## src/rtl/cpu_trace_fifo.sv

```systemverilog
// -----------------------------------------------------------------------------
// cpu_trace_fifo
//
// Instruction trace buffer that sits behind the multicycle CPU. One record is
// captured per executed instruction, on the cycle the CPU's control FSM enters
// the decode state. By then the IR is loaded, so opcode and funct are valid.
// A record is {pc, opcode, funct, delta}. Delta is the number of enabled
// cycles since the previous record, and it saturates at 16'hFFFF.
//
// Records go into a first-word-fall-through FIFO. The host drains it through a
// valid/ready handshake. A record that arrives while the FIFO is full, with no
// pop in the same cycle, is discarded and counted in a saturating counter.
//
// Ports
//   clock      in   system clock, rising-edge active
//   reset      in   asynchronous active-high reset, clears all state
//   enable     in   capture enable; when low, the cycle counter also holds
//   clear      in   synchronous flush of FIFO, counters and edge detector
//   estado     in   CPU control state
//   pc         in   CPU PC register value
//   opcode     in   IR opcode field
//   funct      in   IR funct field
//   rd_ready   in   consumer accepts the head record this cycle
//   rd_valid   out  FIFO holds at least one record
//   rd_pc      out  head record PC (zero when empty)
//   rd_opcode  out  head record opcode (zero when empty)
//   rd_funct   out  head record funct (zero when empty)
//   rd_delta   out  head record cycle delta (zero when empty)
//   level      out  number of stored records, 0..DEPTH
//   full       out  level == DEPTH
//   dropped    out  saturating count of records lost to overflow
// -----------------------------------------------------------------------------
module cpu_trace_fifo #(
  parameter int unsigned DEPTH        = 16,
  parameter int unsigned AW           = 4,
  parameter logic [5:0]  DECODE_STATE = 6'd1
) (
  input  logic          clock,
  input  logic          reset,
  input  logic          enable,
  input  logic          clear,
  input  logic [5:0]    estado,
  input  logic [31:0]   pc,
  input  logic [5:0]    opcode,
  input  logic [5:0]    funct,
  input  logic          rd_ready,
  output logic          rd_valid,
  output logic [31:0]   rd_pc,
  output logic [5:0]    rd_opcode,
  output logic [5:0]    rd_funct,
  output logic [15:0]   rd_delta,
  output logic [AW:0]   level,
  output logic          full,
  output logic [15:0]   dropped
);

  typedef struct packed {
    logic [31:0] pc;
    logic [5:0]  opcode;
    logic [5:0]  funct;
    logic [15:0] delta;
  } trace_rec_t;

  localparam logic [AW:0] LEVEL_FULL  = (AW+1)'(DEPTH);
  localparam logic [5:0]  ESTADO_INIT = 6'h3F;  // reset value of the edge detector
  localparam logic [15:0] CNT_MAX     = 16'hFFFF;

  // ---------------------------------------------------------------------------
  // State
  // ---------------------------------------------------------------------------
  trace_rec_t        mem_q [DEPTH];
  logic [AW-1:0]     wr_ptr_q, wr_ptr_d;
  logic [AW-1:0]     rd_ptr_q, rd_ptr_d;
  logic [AW:0]       level_q, level_d;
  logic [15:0]       dropped_q, dropped_d;
  logic [15:0]       cycle_cnt_q, cycle_cnt_d;
  logic [5:0]        prev_estado_q, prev_estado_d;

  // ---------------------------------------------------------------------------
  // Event decode
  // ---------------------------------------------------------------------------
  logic       capture;
  logic       pop;
  logic       push;
  logic       drop;
  logic       fifo_empty;
  logic       fifo_full;
  trace_rec_t new_rec;
  trace_rec_t head_rec;

  // Empty and full come from the occupancy count. Pointer equality alone cannot
  // tell an empty FIFO from a full one.
  assign fifo_empty = (level_q == '0);
  assign fifo_full  = (level_q == LEVEL_FULL);

  // Capture only on entry to decode. A CPU that stays in decode for several
  // cycles (for example, stalled) still yields exactly one record.
  assign capture = enable && (estado == DECODE_STATE) && (prev_estado_q != DECODE_STATE);

  assign pop  = !fifo_empty && rd_ready;
  // When the FIFO is full, a pop in the same cycle frees the slot the new
  // record needs.
  assign push = capture && (!fifo_full || pop);
  assign drop = capture && fifo_full && !pop;

  assign new_rec = '{pc: pc, opcode: opcode, funct: funct, delta: cycle_cnt_q};

  // ---------------------------------------------------------------------------
  // Next-state logic
  // ---------------------------------------------------------------------------
  always_comb begin
    // NOTE: every signal gets a default before any branch. A path that skips
    // an assignment would otherwise infer a latch.
    prev_estado_d = estado;
    cycle_cnt_d   = cycle_cnt_q;
    wr_ptr_d      = wr_ptr_q;
    rd_ptr_d      = rd_ptr_q;
    level_d       = level_q;
    dropped_d     = dropped_q;

    if (clear) begin
      prev_estado_d = ESTADO_INIT;
      cycle_cnt_d   = '0;
      wr_ptr_d      = '0;
      rd_ptr_d      = '0;
      level_d       = '0;
      dropped_d     = '0;
    end else begin
      // Cycle delta: restart at 1 after a capture, so the capture edge
      // itself counts toward the next record.
      if (capture) begin
        cycle_cnt_d = 16'd1;
      end else if (enable && (cycle_cnt_q != CNT_MAX)) begin
        cycle_cnt_d = cycle_cnt_q + 16'd1;
      end

      // Pointers are AW bits wide, so they wrap modulo DEPTH on their own.
      if (push) wr_ptr_d = wr_ptr_q + AW'(1);
      if (pop)  rd_ptr_d = rd_ptr_q + AW'(1);

      unique case ({push, pop})
        2'b10:   level_d = level_q + (AW+1)'(1);
        2'b01:   level_d = level_q - (AW+1)'(1);
        default: level_d = level_q;
      endcase

      if (drop && (dropped_q != CNT_MAX)) begin
        dropped_d = dropped_q + 16'd1;
      end
    end
  end

  // ---------------------------------------------------------------------------
  // Control registers
  // ---------------------------------------------------------------------------
  always_ff @(posedge clock or posedge reset) begin
    // NOTE: sequential state uses non-blocking assignments only, so every
    // register samples pre-edge values regardless of block ordering.
    if (reset) begin
      prev_estado_q <= ESTADO_INIT;
      cycle_cnt_q   <= '0;
      wr_ptr_q      <= '0;
      rd_ptr_q      <= '0;
      level_q       <= '0;
      dropped_q     <= '0;
    end else begin
      prev_estado_q <= prev_estado_d;
      cycle_cnt_q   <= cycle_cnt_d;
      wr_ptr_q      <= wr_ptr_d;
      rd_ptr_q      <= rd_ptr_d;
      level_q       <= level_d;
      dropped_q     <= dropped_d;
    end
  end

  // ---------------------------------------------------------------------------
  // Record storage
  // ---------------------------------------------------------------------------
  // NOTE: the array has no reset. Only slots below level_q are ever read, and
  // the outputs are zero-masked while empty, so stale contents are never seen.
  always_ff @(posedge clock) begin
    if (push) begin
      mem_q[wr_ptr_q] <= new_rec;
    end
  end

  // ---------------------------------------------------------------------------
  // Outputs (FWFT: the head record is visible without a read strobe)
  // ---------------------------------------------------------------------------
  assign head_rec  = mem_q[rd_ptr_q];

  assign rd_valid  = !fifo_empty;
  assign rd_pc     = rd_valid ? head_rec.pc     : '0;
  assign rd_opcode = rd_valid ? head_rec.opcode : '0;
  assign rd_funct  = rd_valid ? head_rec.funct  : '0;
  assign rd_delta  = rd_valid ? head_rec.delta  : '0;

  assign level     = level_q;
  assign full      = fifo_full;
  assign dropped   = dropped_q;

endmodule

```

## config.mk

```make
export PLATFORM = sky130hd
export DESIGN_NAME = cpu_trace_fifo
export DESIGN_NICKNAME = d
export VERILOG_FILES = /design/src/rtl/cpu_trace_fifo.sv
export SDC_FILE = /design/constraint.sdc
export NUM_CORES = 1
export LEC_CHECK = 0
export ABC_AREA = 1
export BUFFER_PORTS_ARGS = -buffer_cell sky130_fd_sc_hd__buf_2
export CORE_ASPECT_RATIO = 0.9
export CORE_MARGIN = 5
export CORE_UTILIZATION = 30
export DETAILED_ROUTE_END_ITERATION = 8
export GPL_ROUTABILITY_DRIVEN = 0
export GPL_TIMING_DRIVEN = 1
export HOLD_SLACK_MARGIN = 0.06
export SLEW_MARGIN = 5
export SYNTH_ARGS = -nofsm -noshare
export SYNTH_HDL_FRONTEND = slang
export SYNTH_SLANG_ARGS = --single-unit
```

## constraint.sdc

```tcl
create_clock -name clock -period 5.5 [get_ports clock]
set_clock_uncertainty 0.15 [all_clocks]
set_input_delay 1.1 -clock clock [delete_from_list [all_inputs] [get_ports clock]]
set_output_delay 1.1 -clock clock [all_outputs]
set_load 0.05 [all_outputs]
```

==> summary.md, run 1 <==
| Metric | Value |
|---|---|
| Synth warn | `0` |
| H-Tree Depth | `3` |
| Final worst slack | `0.5490 ns` |
| Crit path capture type | `primary output` |
| Vias in the first global route | `25012` |
| Max cap viols | `0` |
| Max FO, Critical Path | `96` |
| Worst VDD drop | `277.9 uV` |
| Number of I/O pins | `138` |
| Num CTS Buffers | `105` |
| Die ar. | `0.1444 mm^2` |
| Post-Syn Instances | `3327` |
| Average wire per standard cell | `19.79 um` |
| Final #Nets | `3482` |
| CP arrival | `3.70 ns` |
| Mapped Avg Cell Area | `12.35 um^2` |
| Critical path required time | `4.25 ns` |
| CTS sink cnt | `1011` |
| Worst-Margin Slew | `1.174 ns` |
| Multi-input gate area in the final layout | `0.009772 mm^2` |
| Fin. max-slew vios | `0` |
| Row count | `128` |
| Core Area | `0.1357 mm^2` |
| Initial antenna violation count | `10` |
| Initial drt markers | `2494` |
| CP startpoint | `rd_ptr_q[0]` |
| Post-Route WL | `105.6 mm` |
| Final ANT Viol Nets | `0` |
| Outcome | `finished clean` |
| Slowest CP cell | `buf_4` |
| Power Density | `426.4 mW/mm^2` |
| #FFs+latches synth | `1011` |
| Filler cells | `13091` |
| Storage cell area | `0.03013 mm^2` |
| CTS Hold Buffers Added | `0` |
| Post-layout min period | `4.951 ns` |
| DRC | `0` |
| Reg2Reg Setup Slack | `2.22 ns` |
| RSZ-0062 raised after global routing | `false` |
| CTS resizes | `0` |
| Detailed placer's ending HPWL | `54.24 mm` |
| Critical Path Source Type | `register` |
| Largest net degree at the start of global routing | `164` |
| Worst-Skew Late Latency | `0.69 ns` |
| Postcts setup bufs | `0` |
| CTS clk-pin slew, worst paths | `0.06 ns` |
| R2R cell count | `9` |
| Syn nets | `3394` |
| Crit-path cells | `buf_4 -> o21ai_0 -> o211ai_1 -> nand3_1 -> a21oi_1 -> buf_2` |
| Post-synthesis cell area | `0.04108 mm^2` |
| Congestion Overflow GR | `0` |
| CP endpoint | `rd_delta[3]` |
| # port buffers | `137` |
| Critical path type | `reg -> out` |
| CP Buf/Inv Count | `2` |
| Stages on the worst setup path | `6` |
| Initial DRT Pass Iterations | `5` |
| Sequential-to-total area share from yosys stat | `73.31%` |
| Initial Util | `30.28%` |
| Root Buffer | `clkbuf_16` |
| Place WS | `1.212 ns` |
| Pleak | `15.63 nW` |
| Hold Vio Cnt, Final | `0` |
| Reg-to-reg startpoint | `prev_estado_q[3]` |
| Share of cells above drive strength 1 | `10.84%` |
| Slowest stage delay, CP | `0.89 ns` |
| Global-route wire length before repair | `158.7 mm` |
| Die Y | `361.0 um` |
| Worst path top cell family by delay | `buffers and inverters` |
| Maximum root-to-sink buffer count | `3` |
| Via count | `26167` |
| Die span in x | `400.0 um` |
| Netlist cell types | `33` |
| CTS tree | `done` |
| Worst hold path class | `in -> async` |
| Final-report setup violation count | `0` |
| RR Endpoint | `mem_q[11][26]` |
| Setup TNS | `0 ns` |
| Via density | `4.906` |
| Layout Area Growth over Synthesis | `14.62%` |
| Final Cycle Share | `90.02%` |
| Max-slew headroom | `21.70%` |
| All-layer global routing usage | `14.17%` |
| Fmax | `202.0 MHz` |
==> cells in the final DEF, fill, tap and decap left out, types with 11 or more instances in the layout <==
cell type / n
nor2_1: 850
clkbuf_16: 106
clkinv_1: 30
ha_1: 11
nor2_4: 16
xor2_1: 15
a21oi_1: 66
clkbuf_1: 26
nand3_1: 245
o21ai_1: 44
nand2_1: 140
dfrtp_1: 41
o211ai_1: 180
inv_1: 45
buf_2: 137
clkinv_2: 15
buf_12: 15
buf_4: 44
edfxtp_1: 960
o21ai_0: 449
==> cell families after synthesis <==
group,Yosys count,share of synthesized area [%]
buffers and inverters,268,3.195
adders and majority gates,12,0.3838
AOI/OAI and AO/OA,744,10.20
xor gates and xnor gates,19,0.4051
and+or+nand+nor,1273,12.51
DFF,1011,73.31
==> layer usage <==
layer,wire [um],GRT usage [%],vias up
li1,-,-,12220
met1,47670,20.08,12998
met2,48710,22.38,786
met3,6925,2.762,157
met4,2216,3.713,6
met5,46,0,-
==> cells in the mapped netlist <==
master    instances  area share [%]
a21oi_1          66            0.80
a21oi_2           1           0.021
and3_1            1           0.015
buf_1            28            0.26
buf_2            38            0.46
buf_4             9            0.16
buf_6            30            0.82
clkbuf_1        110             1.0
clkinv_1          2           0.018
dfrtp_1          45             2.7
dfstp_2           6            0.38
edfxtp_1        960              70
fa_1              1           0.049
ha_1             11            0.34
inv_1            46            0.42
inv_2             5           0.046
nand2_1         140             1.3
nand2_2           4           0.061
nand3_1         245             3.0
nand3_2           1           0.024
nand4_1           9            0.14
nor2_1          866             7.9
nor2_2            2           0.030
nor3_1            4           0.049
nor4_1            1           0.015
o211ai_1        180             3.3
o21a_1            1           0.018
o21ai_0         449             5.5
o21ai_1          44            0.54
o21ai_2           1           0.021
o21bai_1          2           0.037
xnor2_1           4           0.085
xor2_1           15            0.32
==> worst register-to-register path: cells and delay by family, from the launching register on <==
kind,cells,cell delay [ns]
simple gates,7,1.36
buf+inv,2,0.83
flops,1,0.51
==> report_power, final <==
group	leakage, nW	switching (W)	internal (W)
clock	1.62	0.00294	0.00392
sequential	9.42	0.0000599	0.00843
combinational	4.58	0.00366	0.00107
total	15.6	0.00665	0.0134
==> layout make-up <==
cell class	instances	area share (%)
repair buffers	196	2.796
diodes	9	0.04784
inverters	53	0.4677
flip-flops and latches	1011	63.99
clock inverters	62	1.180
clock buffers	135	5.929
well taps	1820	4.837
multi-input cells	2048	20.76
==> worst min-delay path by stage <==
stage / start / end / slack (ns) / depth (start not counted)
detailed placement: dropped[1] / dropped[1] / 0.41 / 2
floorplan: wr_ptr_q[2] / wr_ptr_q[2] / 0.42 / 2
finish: reset / dropped[8] / 0.25 / 2
global placement: dropped[1] / dropped[1] / 0.40 / 2
CTS: reset / dropped[8] / 0.20 / 2
global route: reset / dropped[8] / 0.25 / 2
==> sequential cells by signal (all words and copies together) (netlist names) <==
signal	count
cycle_cnt_q	16
dropped	16
level	5
mem_q	960
prev_estado_q	6
rd_ptr_q	4
wr_ptr_q	4
==> through the flow <==
stage | std cells | area, um^2 | util [%] | hold WS [ns] | power [W]
after detailed placement | 5128 | 43710 | 32.22 | 0.4084 | 0.01341
after floorplan | 3327 | 41080 | - | 0.4158 | 0.01206
after CTS | 5325 | 47060 | 34.69 | 0.2037 | 0.02028
final | 5334 | 47080 | 34.71 | 0.2507 | 0.02007
after global placement | 5128 | 43710 | 32.22 | 0.4046 | 0.01338
after global routing | 5327 | 47060 | 34.70 | 0.2536 | 0.02100
No activity file was read; power rests on OpenSTA's default activity.
==> run 2: changes to the inputs <==
MAX_ROUTING_LAYER = met4   (was default)
TNS_END_PERCENT = 30   (was default)
clock period = 4.8 ns   (was 5.5 ns; I/O delays follow)
==> summary.md, run 2 (synthesis results as in run 1) <==
| Metric | Value |
|---|---|
| Outcome | `finished clean` |
| CTS resizes | `0` |
| Hold path startpoint | `estado[5]` |
| Num CTS Buffers | `104` |
| Final #Nets | `3492` |
| Most frequent cells in the layout | `edfxtp_1, nor2_1, o21ai_0` |
| Die ar. | `0.1444 mm^2` |
| Initial DRT Pass Iterations | `5` |
| Critical Path Source Type | `register` |
| Power Density | `488.8 mW/mm^2` |
| Die Y | `361.0 um` |
| Fmax | `216.4 MHz` |
| Place WS | `0.8824 ns` |
| Hold Vio Cnt, Final | `0` |
| Number of flip-flops in the largest register | `960` |
| Share of cells above drive strength 1 | `11.03%` |
| Finished Layout Cells | `5333` |
| Max FO, Critical Path | `65` |
| CTS Hold Buffers Added | `0` |
| Post-layout min period | `4.621 ns` |
| Critical path required time | `3.69 ns` |
| Crit path capture type | `primary output` |
| Placed insts | `5139` |
| Max-slew headroom | `22.52%` |
| Die span in x | `400.0 um` |
| Crit-path cells | `inv_6 -> buf_4 -> o21ai_0 -> o211ai_1 -> nand3_1 -> a21oi_1 -> buf_2` |
| Via count | `26253` |
| Via density | `4.923` |
| CTS clk-pin slew, worst paths | `0.06 ns` |
| Worst-case hold slack | `0.3294 ns` |
| Multi-input gate area in the final layout | `0.009772 mm^2` |
| Combinational power share | `23.6%` |
| Layout Area Growth over Synthesis | `15.02%` |
| Core Area | `0.1357 mm^2` |
| Switching pwr | `0.007633 W` |
| H-Tree Depth | `3` |
| Filler cells | `13268` |
| Root Buffer | `clkbuf_16` |
| Setup TNS | `0 ns` |
| Storage cell area | `0.03013 mm^2` |
| Worst VDD drop | `294.0 uV` |
| Post-Route WL | `107.0 mm` |
| R2R cell count | `8` |
| Critical path type | `reg -> out` |
| Initial Util | `30.28%` |
| Final worst slack | `0.1792 ns` |
| Global-route wire length before repair | `161.0 mm` |
| Hold Crit Depth | `3` |
| Detailed placer's ending HPWL | `56.52 mm` |
| Worst hold path class | `in -> reg` |
| Largest net degree at the start of global routing | `189` |
| Row count | `128` |
| RR Endpoint | `mem_q[0][55]` |
| Max cap viols | `0` |
| Initial drt markers | `2242` |
| Fin. max-slew vios | `0` |
| Final ANT Viol Nets | `0` |
| Number of I/O pins | `138` |
| Final-report setup violation count | `0` |
| Final Util | `34.83%` |
| Power share of the sequential group | `42.1%` |
| RSZ-0062 raised after global routing | `false` |
| Slowest CP cell | `a21oi_1` |
| Pleak | `15.70 nW` |
| Worst-Skew Late Latency | `0.68 ns` |
| Congestion Overflow GR | `0` |
| Reg with most FFs | `mem_q` |
| Average wire per standard cell | `20.07 um` |
| CP arrival | `3.51 ns` |
| CP startpoint | `rd_ptr_q[1]` |
| Slowest stage delay, CP | `0.61 ns` |
| Reg-to-reg startpoint | `prev_estado_q[4]` |
| DRC | `0` |
| Most common cell after layout, fill and taps aside | `edfxtp_1` |
| CTS tree | `done` |
| # port buffers | `137` |
| Maximum root-to-sink buffer count | `3` |
| Switching Fraction | `33.05%` |
| Clock Power Share | `34.3%` |
| All-layer global routing usage | `14.79%` |
| Hold worst-path end | `prev_estado_q[5]` |
| Vias in the first global route | `25222` |
| Final Cycle Share | `96.27%` |
| Reg2Reg Setup Slack | `1.76 ns` |
| Initial antenna violation count | `5` |
| Postcts setup bufs | `0` |
| Worst-Margin Slew | `1.162 ns` |
| CTS sink cnt | `1011` |
| Internal | `0.01546 W` |
==> run 2: power groups by stage <==
stage	combinational [W]	sequential, W	clock, W
3_3_place_gp	0.00547	0.00991	0
3_5_place_dp	0.00550	0.00991	0
2_1_floorplan	0.00389	0.00992	0
6_report	0.00545	0.00973	0.00792
4_1_cts	0.00551	0.00972	0.00807
5_1_grt	0.00595	0.00973	0.00846
==> run 2: per-stage QoR <==
| stage | total power (W) | cell area [um^2] |
|---|---|---|
| floorplan | 0.01382 | 41080 |
| global placement | 0.01538 | 43910 |
| detailed placement | 0.01541 | 43910 |
| CTS | 0.02331 | 47230 |
| global route | 0.02414 | 47250 |
| finish | 0.02309 | 47250 |
==> run 2: area by class of cell <==
type | count | area share (%)
well taps | 1820 | 4.820
multi-input cells | 2048 | 20.68
clock buffers | 140 | 5.816
repair buffers | 207 | 3.215
flip-flops and latches | 1011 | 63.77
clock inverters | 51 | 1.208
diodes | 3 | 0.01589
inverters | 53 | 0.4767
==> run 2: critical path: cells and delay by family (launching register included) <==
kind / cells / cell delay [ns]
flops: 1 / 0.53
buf+inv: 3 / 1.25
simple gates: 1 / 0.09
compound gates: 3 / 0.93
==> run 2: worst max path at each step <==
| stage | endpoint | slack [ns] | cells past startpoint |
|---|---|---|---|
| global route | rd_delta[2] | 0.01 | 7 |
| detailed placement | rd_delta[2] | 0.88 | 7 |
| floorplan | mem_q[15][0] | -0.12 | 9 |
| CTS | rd_delta[2] | 0.13 | 7 |
| finish | rd_delta[3] | 0.18 | 7 |
| global placement | rd_delta[6] | 0.89 | 7 |
==> run 2: routing by layer <==
layer,wire [um],track usage (%),vias to the layer above
li1,-,-,12241
met1,48510,20.62,13073
met2,49970,22.82,811
met3,6668,2.505,128
met4,1891,3.228,0
met5,0,-,-
